==> config.mk <==
export PLATFORM = sky130hd
export DESIGN_NAME = riscv_gpr_file
export DESIGN_NICKNAME = d
export VERILOG_FILES = /design/src/rtl/riscv_gpr_file.sv
export SDC_FILE = /design/constraint.sdc
export NUM_CORES = 1
export LEC_CHECK = 0
export BUFFER_PORTS_ARGS = -buffer_cell sky130_fd_sc_hd__buf_4
export CORE_ASPECT_RATIO = 0.9
export CORE_MARGIN = 8
export CORE_UTILIZATION = 60
export CTS_CLUSTER_DIAMETER = 100
export DETAILED_ROUTE_END_ITERATION = 16
export MAX_ROUTING_LAYER = met4
export PLACE_DENSITY_LB_ADDON = 0.1
export SLEW_MARGIN = 15
export SYNTH_ARGS = -nofsm -noshare
export SYNTH_HDL_FRONTEND = slang
export SYNTH_SLANG_ARGS = --single-unit
==> constraint.sdc <==
create_clock -name clk -period 9.48 [get_ports clk]
set_clock_uncertainty 0.1 [all_clocks]
set_input_delay 0.948 -clock clk [delete_from_list [all_inputs] [get_ports clk]]
set_output_delay 0.948 -clock clk [all_outputs]
set_load 0.02 [all_outputs]
==> src/rtl/riscv_gpr_file.sv <==
// RISC-V general-purpose register file: NUM_RD combinational read ports, one
// synchronous write port, hardwired x0, optional write bypass, hardware clear sweep.
module riscv_gpr_file #(
  parameter int unsigned XLEN   = 32,
  parameter int unsigned ADDR_W = 5,
  parameter int unsigned NUM_RD = 2,
  parameter int unsigned BYPASS = 1
) (
  input  logic                     clk,
  input  logic                     rst_n,
  input  logic                     clear_req,
  output logic                     ready,
  input  logic                     wr_en,
  input  logic [ADDR_W-1:0]        wr_addr,
  input  logic [XLEN-1:0]          wr_data,
  output logic                     wr_drop,
  input  logic [NUM_RD*ADDR_W-1:0] rd_addr,
  output logic [NUM_RD*XLEN-1:0]   rd_data
);

  localparam int unsigned DEPTH = 1 << ADDR_W;

  typedef enum logic {CLEAR, RUN} state_t;

  state_t            state, state_nxt;
  logic [ADDR_W-1:0] clr_cnt, clr_cnt_nxt;
  logic              ready_nxt;
  logic              wr_drop_nxt;
  logic              mem_we;
  logic [ADDR_W-1:0] mem_waddr;
  logic [XLEN-1:0]   mem_wdata;
  logic [XLEN-1:0]   mem [DEPTH];

  // State, sweep counter and registered status outputs
  always_ff @(posedge clk or negedge rst_n) begin
    if (!rst_n) begin
      state   <= CLEAR;
      clr_cnt <= '0;
      ready   <= 1'b0;
      wr_drop <= 1'b0;
    end else begin
      state   <= state_nxt;
      clr_cnt <= clr_cnt_nxt;
      ready   <= ready_nxt;
      wr_drop <= wr_drop_nxt;
    end
  end

  // Next state and array write port selection (sweep owns the port in CLEAR)
  always_comb begin
    state_nxt   = state;
    clr_cnt_nxt = clr_cnt;
    ready_nxt   = 1'b0;
    wr_drop_nxt = wr_en & ~ready;
    mem_we      = 1'b0;
    mem_waddr   = wr_addr;
    mem_wdata   = wr_data;
    case (state)
      CLEAR: begin
        mem_we    = 1'b1;
        mem_waddr = clr_cnt;
        mem_wdata = '0;
        if (clear_req) begin
          clr_cnt_nxt = '0;
        end else if (clr_cnt == ADDR_W'(DEPTH - 1)) begin
          state_nxt   = RUN;
          ready_nxt   = 1'b1;
          clr_cnt_nxt = '0;
        end else begin
          clr_cnt_nxt = clr_cnt + ADDR_W'(1);
        end
      end
      RUN: begin
        mem_we = wr_en && (wr_addr != '0);
        if (clear_req) begin
          state_nxt   = CLEAR;
          clr_cnt_nxt = '0;
        end else begin
          ready_nxt = 1'b1;
        end
      end
      default: begin
        state_nxt   = CLEAR;
        clr_cnt_nxt = '0;
      end
    endcase
  end

  // Storage array; contents are initialised by the sweep, not by reset
  always_ff @(posedge clk) begin
    if (mem_we) mem[mem_waddr] <= mem_wdata;
  end

  // Combinational read ports with x0, not-ready masking and optional bypass
  for (genvar k = 0; k < NUM_RD; k++) begin : g_rd
    logic [ADDR_W-1:0] ra;
    assign ra = rd_addr[k*ADDR_W +: ADDR_W];
    assign rd_data[k*XLEN +: XLEN] =
      ((ra == '0) || !ready)                           ? '0      :
      ((BYPASS != 0) && wr_en && (wr_addr == ra))      ? wr_data :
                                                         mem[ra];
  end

endmodule

==> reports/results.ini <==
[outcome]
status = finished, final reports clean

[grt]
grt_pass1_vias = 31000
grt_antenna_before_repair = 2
overflow = 0
grt_max_degree = 127
grt_util_all_layers_pct = 33.9
grt_pass1_wl_mm = 216

[timing]
min_period_ns = 5.70
setup_ws_ns = 3.78
rsz0062_at_grt = no
setup_viol = 0
whs_ns = 0.384
fin_crit_sh_pct = 60.1
worst_pin_slew_ns = 1.20
drv_slew = 0
hold_viol = 0
setup_tns_ns = 0
fmax_mhz = 175
relSlewSlack_pct = 19.8

[drt]
wl_mm = 150
first_pass_iters = 6
drc = 0
via_count = 30500
ant_nets = 0
viasPerCell = 7.66
drt_iter0_drc = 4362
wl_per_cell_um = 37.7

[placed_design]
place_worst_setup_slack_ns = 3.86
numPlacedInstances = 3781
post-dp-hpwl_mm = 79.6
gp_congestion = 0.827
port-buffer-count = 116

[final_layout]
drive_gt1_share_pct = 27.8
final_cell_mix = 1024 x edfxtp_1, 355 x mux4_2, 262 x mux2i_1, 178 x buf_4, 125 x a221oi_1
synthToLayoutAreaGrowth_pct = 11.0
layout.nets = 2881
fin_cells = 3976
final_common_cell = edfxtp_1

[synthesis]
seq_area_frac_synth_pct = 63.3
ys.flop_type = edfxtp_1
synth_top_cells_by_area = edfxtp_1 63%, mux4_2 16%, mux2i_1 5.4%
syn-cell-area_um2 = 48900
synth_top_cell_by_area = edfxtp_1
synth_cell_type_count = 51
synth_top_area_share_pct = 62.9
synth-seq-cells = 1031
synth-edff-count = 1024
syn_avg_cell_area_um2 = 17.6
async_reset_ff_share_pct = 0.679
syn-num-nets = 2822
yosysWarningCount = 0
syn_inst = 2769

[floorplan]
start_util_pct = 60.4
core-area_um2 = 80900
die_w_um = 317
dieHeight_um = 287
dieArea_um2 = 90800
io_pins = 117
rows = 99

[clock_network]
cts.clk_slew.worst_paths_ns = 0.06
cts_max_level = 3
cts-resized-gates = 0
post_cts_buffers = 0
cts_buffers = 104
clock_latency_ns = 0.67
ctsRootBufferMaster = clkbuf_16
cts_tree = yes
clock-sinks = 1031
clockBufferDepth = 3

[worst_setup_path]
setup.worst_path.class = in -> out
r2r_cells = 5
cp_max_fo = 41
cp-start-kind = primary input
crit_buf_inv = 4
critPathLaunch = rd_addr[4]
worstReg2RegStart = state$_DFF_PN0_
critPathMaxStageDelay_ns = 0.84
r2r_slack_ns = 5.66
cpMostUsedCell = buf_4
worstReg2RegEnd = mem[22][12]$_DFFE_PP_
cp.required_ns = 8.43
arrival_ns = 4.65
crit_path_end_kind = output port
path_delay_family = buffers and inverters
crit_chain = buf_4 > buf_4 > nor2b_4 > buf_4 > nand2_1 > nand3_1 > nor3_1 > a2111oi_0 > buf_4
cp_slowest_cell = nor2b_4

[power_and_ir_drop]
total_power_mw = 9.91
ir_worst_vdd_uv = 169
powerDensity_nw_per_um2 = 183
p_leak_nw = 18.4

[min_path]
whs_endpoint = clr_cnt[1]$_DFFE_PN0P_
min_from = clear_req
hold_depth = 2
min_path_type = in -> reg

[run]
maxCapViolations = 0

[repair_timing]
action,4_1_cts,5_1_grt
endpoints found under the setup margin,0,0
hold buffers,1,0
endpoints found under the hold margin,7,0
[report_power, final]
part | leakage (nW) | internal [mW] | switching [mW]
registers | 10.2 | 4.99 | 0.0224
clock network | 1.66 | 2.43 | 1.73
logic | 6.56 | 0.295 | 0.443
[worst max-delay path by stage]
stage                       end  slack, ns  cells after the start
floorplan           rd_data[30]       5.38                      8
global placement     rd_data[6]       3.90                      8
detailed placement   rd_data[8]       3.86                      9
CTS                  rd_data[8]       3.86                      9
global route         rd_data[8]       3.67                      9
finish              rd_data[30]       3.78                      9
[final cells by class]
class | count | area [µm²]
Antenna cell | 2 | 5.00
Clock buffer | 135 | 2790
Clock inverter | 57 | 628
Fill cell | 5331 | 26700
Inverter | 5 | 21.3
Multi-Input combinational cell | 1499 | 17100
Sequential cell | 1031 | 30900
Tap cell | 1060 | 1330
Timing Repair Buffer | 187 | 1480
[worst register-to-register path, delay by kind of cell (launching register included)]
family / cells / cell delay, ns
AND/OR/NAND/NOR: 2 / 1.26
flip-flops: 1 / 0.34
AO/OA/AOI/OAI: 1 / 0.47
buffers and inverters: 2 / 1.29
[cells in the mapped netlist (28+ instances only)]
cell / number
mux2_2: 63
and2_1: 32
nand3_1: 35
o21ai_1: 41
o221ai_1: 31
buf_4: 28
edfxtp_1: 1024
a221oi_1: 125
a21oi_1: 34
nand2_1: 47
o211ai_1: 30
mux2i_1: 262
a31oi_1: 34
mux4_2: 355
nand2b_1: 33
a221o_1: 62
o21ai_0: 57
a22oi_1: 95
nor2_1: 114
clkbuf_1: 90
buf_2: 85
[cell families after synthesis]
| family | after synthesis | synth area share [%] |
|---|---|---|
| mux | 680 | 23.2 |
| buf+inv | 239 | 2.52 |
| simple gates | 290 | 2.82 |
| xor+xnor | 10 | 0.179 |
| fa+ha+maj | 2 | 0.0512 |
| compound gates | 517 | 7.94 |
| flops | 1031 | 63.3 |
[through the flow]
| step | cell area (µm²) | util [%] |
|---|---|---|
| floorplan | 48900 | - |
| global placement | 50800 | 62.8 |
| detailed placement | 50800 | 62.8 |
| CTS | 54200 | 67.0 |
| global route | 54200 | 67.1 |
| finish | 54200 | 67.1 |
[routing by layer]
| metal | track usage, % | share of wire [%] | wire length, µm |
|---|---|---|---|
| met1 | 44.8 | 37 | 54800 |
| met3 | 6.74 | 11 | 16700 |
| met2 | 51.6 | 47 | 70400 |
| met4 | 15.0 | 5.2 | 7850 |
| met5 | - | 0 | 0 |
[state kept, by name, indices dropped and copies added, names as in the netlist]
name / flops
mem: 1024
wr_drop: 1
state: 1
clr_cnt: 5
Power figures use the tool's default switching activity.
